File: src/rtl/kmeans_kn_core.sv
// Iterative K-cluster, 2-D k-means engine: classify, accumulate, divide, update.
// Optional macro KMEANS_CONV_EN enables early stop when no centroid changes.
`timescale 1ns/1ps
module kmeans_kn_core #(
  parameter int K                    = 4,
  parameter int data_width           = 8,
  parameter int n_input_data_b_depth = 8,
  parameter int acc_sum_width        = 16,
  parameter int max_iter             = 16
) (
  input  logic                            clk,
  input  logic                            rst,
  input  logic                            start,
  input  logic                            ld_valid,
  input  logic [2:0]                      ld_idx,
  input  logic [data_width-1:0]           ld_d0,
  input  logic [data_width-1:0]           ld_d1,
  output logic [n_input_data_b_depth-1:0] data_addr,
  input  logic [data_width-1:0]           d0_in,
  input  logic [data_width-1:0]           d1_in,
  input  logic [2:0]                      rd_idx,
  output logic [data_width-1:0]           c_d0,
  output logic [data_width-1:0]           c_d1,
  output logic                            busy,
  output logic                            done,
  output logic                            converged,
  output logic [7:0]                      iter_count,
  output logic [2:0]                      state_dbg
);
  localparam int DW  = data_width;
  localparam int AW  = n_input_data_b_depth;
  localparam int SW  = acc_sum_width;
  localparam int CW  = AW + 1;
  localparam int SQW = 2 * DW;
  localparam int DSW = 2 * DW + 1;
  localparam int RW  = AW + 1;
  localparam int STW = $clog2(SW + 1);

  typedef enum logic [2:0] {
    S_IDLE, S_CLEAR, S_CLASSIFY, S_DRAIN, S_UPDATE, S_CHECK, S_DONE
  } state_t;

  state_t         state;
  logic [DW-1:0]  cen0 [K];
  logic [DW-1:0]  cen1 [K];
  logic [SW-1:0]  sum0 [K];
  logic [SW-1:0]  sum1 [K];
  logic [CW-1:0]  cnt  [K];

  logic           s1_v, s2_v, s3_v, s4_v;
  logic [DW-1:0]  s1_d0, s1_d1, s2_d0, s2_d1, s3_d0, s3_d1, s4_d0, s4_d1;
  logic [DW-1:0]  s1_a0 [K];
  logic [DW-1:0]  s1_a1 [K];
  logic [SQW-1:0] s2_q0 [K];
  logic [SQW-1:0] s2_q1 [K];
  logic [DSW-1:0] s3_dist [K];
  logic [2:0]     s4_idx;

  logic [1:0]     drain_cnt;
  logic [2:0]     upd_k;
  logic [STW-1:0] div_step;
  logic [SW-1:0]  dq0, dq1;
  logic [RW-1:0]  dr0, dr1;
  logic [CW-1:0]  dvs;
`ifdef KMEANS_CONV_EN
  logic           changed;
`endif

  logic [2:0]     best_idx;
  logic [DSW-1:0] best_dist;
  logic [SW-1:0]  sel_sum0, sel_sum1;
  logic [CW-1:0]  sel_cnt;
  logic [DW-1:0]  sel_c0, sel_c1;
  logic [RW:0]    sh0, sh1, nr0, nr1;
  logic           ge0, ge1;
  logic [SW-1:0]  nq0, nq1;

  assign state_dbg = state;

  always_comb begin
    c_d0 = '0;
    c_d1 = '0;
    for (int i = 0; i < K; i++) begin
      if (rd_idx == 3'(i)) begin
        c_d0 = cen0[i];
        c_d1 = cen1[i];
      end
    end
  end

  // Strict less-than keeps the lowest index on ties.
  always_comb begin
    best_idx  = '0;
    best_dist = s3_dist[0];
    for (int i = 1; i < K; i++) begin
      if (s3_dist[i] < best_dist) begin
        best_dist = s3_dist[i];
        best_idx  = 3'(i);
      end
    end
  end

  always_comb begin
    sel_sum0 = '0;
    sel_sum1 = '0;
    sel_cnt  = '0;
    sel_c0   = '0;
    sel_c1   = '0;
    for (int i = 0; i < K; i++) begin
      if (upd_k == 3'(i)) begin
        sel_sum0 = sum0[i];
        sel_sum1 = sum1[i];
        sel_cnt  = cnt[i];
        sel_c0   = cen0[i];
        sel_c1   = cen1[i];
      end
    end
  end

  // One restoring-division step per dimension; dq holds dividend, then quotient.
  always_comb begin
    sh0 = {dr0, dq0[SW-1]};
    sh1 = {dr1, dq1[SW-1]};
    ge0 = sh0 >= {1'b0, dvs};
    ge1 = sh1 >= {1'b0, dvs};
    nr0 = ge0 ? sh0 - {1'b0, dvs} : sh0;
    nr1 = ge1 ? sh1 - {1'b0, dvs} : sh1;
    nq0 = {dq0[SW-2:0], ge0};
    nq1 = {dq1[SW-2:0], ge1};
  end

  always_ff @(posedge clk or negedge rst) begin
    if (!rst) begin
      s1_v <= 1'b0; s2_v <= 1'b0; s3_v <= 1'b0; s4_v <= 1'b0;
      s1_d0 <= '0; s1_d1 <= '0; s2_d0 <= '0; s2_d1 <= '0;
      s3_d0 <= '0; s3_d1 <= '0; s4_d0 <= '0; s4_d1 <= '0;
      s4_idx <= '0;
      for (int i = 0; i < K; i++) begin
        s1_a0[i] <= '0; s1_a1[i] <= '0;
        s2_q0[i] <= '0; s2_q1[i] <= '0;
        s3_dist[i] <= '0;
      end
    end else begin
      s1_v  <= (state == S_CLASSIFY);
      s1_d0 <= d0_in;
      s1_d1 <= d1_in;
      for (int i = 0; i < K; i++) begin
        s1_a0[i]   <= (d0_in >= cen0[i]) ? d0_in - cen0[i] : cen0[i] - d0_in;
        s1_a1[i]   <= (d1_in >= cen1[i]) ? d1_in - cen1[i] : cen1[i] - d1_in;
        s2_q0[i]   <= SQW'(s1_a0[i]) * SQW'(s1_a0[i]);
        s2_q1[i]   <= SQW'(s1_a1[i]) * SQW'(s1_a1[i]);
        s3_dist[i] <= DSW'(s2_q0[i]) + DSW'(s2_q1[i]);
      end
      s2_v <= s1_v; s2_d0 <= s1_d0; s2_d1 <= s1_d1;
      s3_v <= s2_v; s3_d0 <= s2_d0; s3_d1 <= s2_d1;
      s4_v <= s3_v; s4_d0 <= s3_d0; s4_d1 <= s3_d1;
      s4_idx <= best_idx;
    end
  end

  // start and ld_valid are single-cycle strobes with no ready: they are taken
  // on the clock edge only while in IDLE and silently dropped otherwise.
  always_ff @(posedge clk or negedge rst) begin
    if (!rst) begin
      state      <= S_IDLE;
      busy       <= 1'b0;
      done       <= 1'b0;
      converged  <= 1'b0;
      iter_count <= '0;
      data_addr  <= '0;
      drain_cnt  <= '0;
      upd_k      <= '0;
      div_step   <= '0;
      dq0 <= '0; dq1 <= '0; dr0 <= '0; dr1 <= '0; dvs <= '0;
`ifdef KMEANS_CONV_EN
      changed    <= 1'b0;
`endif
      for (int i = 0; i < K; i++) begin
        cen0[i] <= DW'(i);
        cen1[i] <= DW'(i);
        sum0[i] <= '0;
        sum1[i] <= '0;
        cnt[i]  <= '0;
      end
    end else begin
      if (s4_v) begin
        for (int i = 0; i < K; i++) begin
          if (s4_idx == 3'(i)) begin
            sum0[i] <= sum0[i] + SW'(s4_d0);
            sum1[i] <= sum1[i] + SW'(s4_d1);
            cnt[i]  <= cnt[i] + 1'b1;
          end
        end
      end
      case (state)
        S_IDLE: begin
          busy <= 1'b0;
          done <= 1'b0;
          if (ld_valid) begin
            for (int i = 0; i < K; i++) begin
              if (ld_idx == 3'(i)) begin
                cen0[i] <= ld_d0;
                cen1[i] <= ld_d1;
              end
            end
          end
          if (start) begin
            state      <= S_CLEAR;
            busy       <= 1'b1;
            converged  <= 1'b0;
            iter_count <= '0;
          end
        end
        S_CLEAR: begin
          for (int i = 0; i < K; i++) begin
            sum0[i] <= '0;
            sum1[i] <= '0;
            cnt[i]  <= '0;
          end
`ifdef KMEANS_CONV_EN
          changed <= 1'b0;
`endif
          data_addr <= '0;
          state     <= S_CLASSIFY;
        end
        S_CLASSIFY: begin
          data_addr <= data_addr + 1'b1;
          if (data_addr == '1) begin
            drain_cnt <= '0;
            state     <= S_DRAIN;
          end
        end
        S_DRAIN: begin
          drain_cnt <= drain_cnt + 1'b1;
          if (drain_cnt == 2'd3) begin
            upd_k    <= '0;
            div_step <= '0;
            state    <= S_UPDATE;
          end
        end
        S_UPDATE: begin
          if (div_step == '0) begin
            dq0 <= sel_sum0;
            dq1 <= sel_sum1;
            dr0 <= '0;
            dr1 <= '0;
            dvs <= sel_cnt;
            div_step <= div_step + 1'b1;
          end else begin
            dq0 <= nq0;
            dq1 <= nq1;
            dr0 <= RW'(nr0);
            dr1 <= RW'(nr1);
            if (div_step == STW'(SW)) begin
              div_step <= '0;
              if (dvs != '0) begin
                for (int i = 0; i < K; i++) begin
                  if (upd_k == 3'(i)) begin
                    cen0[i] <= nq0[DW-1:0];
                    cen1[i] <= nq1[DW-1:0];
                  end
                end
`ifdef KMEANS_CONV_EN
                if (nq0[DW-1:0] != sel_c0 || nq1[DW-1:0] != sel_c1)
                  changed <= 1'b1;
`endif
              end
              if (upd_k == 3'(K - 1)) state <= S_CHECK;
              else upd_k <= upd_k + 1'b1;
            end else begin
              div_step <= div_step + 1'b1;
            end
          end
        end
        S_CHECK: begin
          iter_count <= iter_count + 1'b1;
`ifdef KMEANS_CONV_EN
          if (!changed) begin
            converged <= 1'b1;
            done      <= 1'b1;
            state     <= S_DONE;
          end else
`endif
          if (int'(iter_count) + 1 >= max_iter) begin
            done  <= 1'b1;
            state <= S_DONE;
          end else begin
            state <= S_CLEAR;
          end
        end
        S_DONE: begin
          done  <= 1'b0;
          busy  <= 1'b0;
          state <= S_IDLE;
        end
        default: state <= S_IDLE;
      endcase
    end
  end
endmodule

File: config.mk
export PLATFORM = sky130hd
export DESIGN_NAME = kmeans_kn_core
export DESIGN_NICKNAME = d
export VERILOG_FILES = /design/src/rtl/kmeans_kn_core.sv
export SDC_FILE = /design/constraint.sdc
export NUM_CORES = 2
export LEC_CHECK = 0
export ABC_CLOCK_PERIOD_IN_PS = 14600
export CORE_UTILIZATION = 35
export CTS_BUF_LIST = sky130_fd_sc_hd__clkbuf_4 sky130_fd_sc_hd__clkbuf_8 sky130_fd_sc_hd__clkbuf_16
export CTS_CLUSTER_SIZE = 24
export DETAILED_ROUTE_END_ITERATION = 12
export MAX_ROUTING_LAYER = met4
export SETUP_SLACK_MARGIN = 0.1
export SYNTH_ARGS = -nofsm -noshare
export SYNTH_HDL_FRONTEND = slang
export SYNTH_SLANG_ARGS = --single-unit
File: constraint.sdc
create_clock -name clk -period 14.6 [get_ports clk]
set_clock_uncertainty 0.1 [all_clocks]
set_input_delay 2.92 -clock clk [delete_from_list [all_inputs] [get_ports clk]]
set_output_delay 2.92 -clock clk [all_outputs]
set_load 0.1 [all_outputs]
# Word-level counts from Yosys, hierarchy flattened
# Cells that the tools add are included.
# Widths: inputs -> output; s select.
# totals
regBits,649
latch_bits,0
ram_bits,0
mem_bits_ro,0
out_inout_bits,38
memories,0
# classes
n_addsub,40
n_mul,8
div_mod_pow,0
n_lt_le_gt_ge,14
eq_ne,38
shifts,0
muxes,109
bitwise_logic,0
reduce_logical,35
# ops
cell,n
$mux 16,18
$mux 8,33
$mux 32,8
$mux 64,4
$add 16x8->16,8
$mul 8x8->16,8
$pmux 32 s2,2
$sub 8x8->8,16
$mux 9,12
$mux 36,2
$add 16x16->17,4
$ge 8x8->1,8
$lt 17x17->1,3
$mux 3,13
$add 9x1->9 const B,4
$mux 17,2
$ne 2x2->1 const B,16
$pmux 8 s2,2
$eq 3x2->1 const B,10
$reduce_and 7->1,4
$reduce_bool 2->1,12
$ge 10x9->1,2
$pmux 3 s6,1
$reduce_and 2->1,9
26 further kinds,43

# Logic depth before layout (Yosys ltp)
# logic_depth
word_depth,6
mapped_depth,30
ltp_nobuf,26

# Least setup slack after synthesis
# No wires, ideal clock.
# synth_path
kind,input -> output
from,input rd_idx[0]
to,output c_d0[6]
arrival_ns,5.347
setup_slack_ns,6.233
path_stages,4
cell_sequence,clkbuf_1 > clkbuf_1 > mux4_2 > nor2b_1
# synth_between
elab_chain_len,5
# synth_lines
item,line,source
"start, declared",21,"input logic [2:0] rd_idx,"
$logic_not 3->1,84,if (rd_idx == 3'(i)) begin
$mux 8 (3 in a row),84,
$mux 8 *,84,
"end, declared",22,"output logic [data_width-1:0] c_d0,"
# Mark *: on every way between the ends. The rest lies on a longest branch, timed or not.

# Final worst setup path
# layout_path
from,input rd_idx[0]
to,output c_d1[7]
# layout_between
elab_chain_len,5
# layout_lines
item,line,source
$logic_not 3->1,84,
$mux 8 (3 in a row),84,
$mux 8 *,84,
"end, declared",23,"output logic [data_width-1:0] c_d1,"
# Marks and branches as above.

==> results.ini <==
[outcome]
outcome=complete, no violations

[power_and_ir_drop]
ir_worst_vdd_uv=148
cellPowerDensity_nw_per_um2=180
leakage_uw=0.0260

[routing]
dr_total_vias=36200
first_iter_violations=2597
first_pass_iters=5
ant_nets=0
wl_per_cell_um=17.5
via_per_inst=5.19
drcViolationCount=0
routed_wl_mm=122

[flow_run]
drv_cap=0

[timing]
rsz0062_at_grt=no
max_freq_mhz=117
period_share_pct=58.8
drv_slew=0
worst_slew_pin_slew_ns=1.13
fin_tns_setup_ns=0
slew_headroom_pct=24.2
post-route-min-period_ns=8.58
hold_viol_final=0
timing.hold.ws_ns=0.245
setup_viol=0

[logic_synthesis]
synth_area_leaders=dfrtp_1 (33%), ha_1 (15%), fa_1 (9.3%)
yosysWarnings=0
synthDistinctLibCells=83
synth_seq_cells=640
syn-num-nets=5913
async_flop_share_pct=100
synth_flop_cell=dfrtp_1
syn-mean-instance-area_sq_um=9.52
synthCells=5082
synth_top_area_cell=dfrtp_1
synth_most_common_cell=dfrtp_1
synth_top_area_share_pct=32.7
synth_edf_count=0
ys_seq_area_share_pct=33.1
yosys-top-cells-count=dfrtp_1 (632), ha_1 (563), nand2_1 (560)
syn-cell-area_sq_um=48400

[worst_setup_path]
cp_data_arrival_time_ns=5.56
required_ns=11.58
criticalPathCategory=primary input to output port
crit_top_cell=clkdlybuf4s50_1
cpPeakStageDelay_ns=1.03
worst-path-buf-inv=3
critPathMaxFanout=16
cp-start-kind=primary input
cp_slowest_cell=clkdlybuf4s50_1
cp-end-kind=output port
crit_chain=clkdlybuf4s50_1, buf_4, mux4_2, nor2b_1, clkdlybuf4s50_1
critical-path-top-delay-family=buffers and inverters

[clock_tree]
insertion_delay_ns=0.68
cts_resized=0
cts_hold_buf=0
root_buffer=clkbuf_16
cts_tree=built
cts-buffers-inserted=75
cts_buffer_depth=3
htree_levels=3
cts.clk_slew.worst_paths_ns=0.06
clock_sinks=640
cts_setup_buffers=0

[global_route]
grt_max_degree=189
grt_overflow=0
grt_pass1_wl_mm=199
antenna_found_initial=4
grt_pass1_vias=36400
grt_usage_pct=18.2

[floorplan]
start_util_pct=35.2
die_w_um=374
rows=136
io_pins=80
core_sq_um=137000
dieHeight_um=374
dieArea_sq_um=140000

[final_layout]
num-fill-cells=13400
drive_gt1_share_pct=5.40
seq_area_sq_um=16000
multi_input_area_sq_um=29800
final_nets=5938
syn_to_final_growth_pct=11.2

[place]
portBuffers=78
place_congestion=0.881
hpwl_mm=90.0

[worst_hold_path]
min_path_type=flip-flop to flip-flop

## sequential cells by signal, indices dropped and copies added (netlist names), 9 cells and up
signal   flops
s1_a0       32
dr0          9
dvs          9
s2_q0       60
dq0         16
dr1          9
sum1        64
cen0        32
s2_q1       60
s3_dist     68
sum0        64
cnt         36
s1_a1       32
cen1        32
dq1         16
## per-stage QoR
stage	setup slack, ns	std cells	total power (uW)	util (%)	cell area [sq um]
after floorplan	6.23	5082	6380	-	48400
after global routing	5.93	6962	10600	39.2	53800
after global placement	6.01	6824	7620	37.3	51200
after CTS	6.01	6960	9790	39.2	53800
after detailed placement	6.03	6824	7690	37.3	51200
final	6.02	6963	9690	39.2	53800
## layout by cell type (no fill, tap or decap), drive strengths merged, types with 99 or more instances in the layout
master  instances
a21oi         278
and2          134
clkbuf        109
dfrtp         632
fa            226
ha            563
inv           535
nand2         560
nor2          264
o21ai         279
xnor2         210
xor2           99
## power breakdown
group | internal (uW) | switching (uW) | total [uW]
sequential | 2120 | 216 | 2340
clock | 1180 | 799 | 1980
combinational | 2410 | 2960 | 5380
total | 5720 | 3980 | 9690
## per-layer routing
layer	part of all wire [%]	routed length [um]	GRT usage, %
met3	5.4	6570	2.54
met5	0	0	-
met2	44	53100	26.9
met4	1.7	2030	4.18
met1	49	60100	26.2
## worst paths after layout
path | start | end | slack (ns) | cells past startpoint
worst max-delay path | rd_idx[0] | c_d1[7] | 6.02 | 5
min in group asynchronous | rst | iter_count[5] | 2.18 | 1
max in group asynchronous | rst | cen0[13] | 9.78 | 3
worst min register to register | s3_d1[4] | s4_d1[4] | 0.25 | 0
worst min-delay path | s3_d1[4] | s4_d1[4] | 0.25 | 0
worst max register to register | s3_dist[36] | s4_idx[1] | 7.22 | 27
## area by class of cell
| type | instances | share of cell area [%] |
|---|---|---|
| well taps | 1794 | 4.17 |
| repair buffers | 111 | 1.99 |
| multi-input cells | 3749 | 55.4 |
| clock inverters | 27 | 0.654 |
| flip-flops and latches | 640 | 29.8 |
| diodes | 3 | 0.0140 |
| inverters | 530 | 3.70 |
| clock buffers | 109 | 4.23 |
## logic make-up after synthesis
| kind of cell | Yosys count | synth area share (%) |
|---|---|---|
| AOI/OAI and AO/OA | 1085 | 14.5 |
| muxes | 128 | 3.25 |
| DFF | 640 | 33.1 |
| adders and majority gates | 789 | 23.9 |
| xor gates and xnor gates | 309 | 5.59 |
| other | 1 | 0.00775 |
| and+or+nand+nor | 1437 | 14.2 |
| buffers and inverters | 693 | 5.41 |
Note: power is estimated with default switching activity, not from simulation.
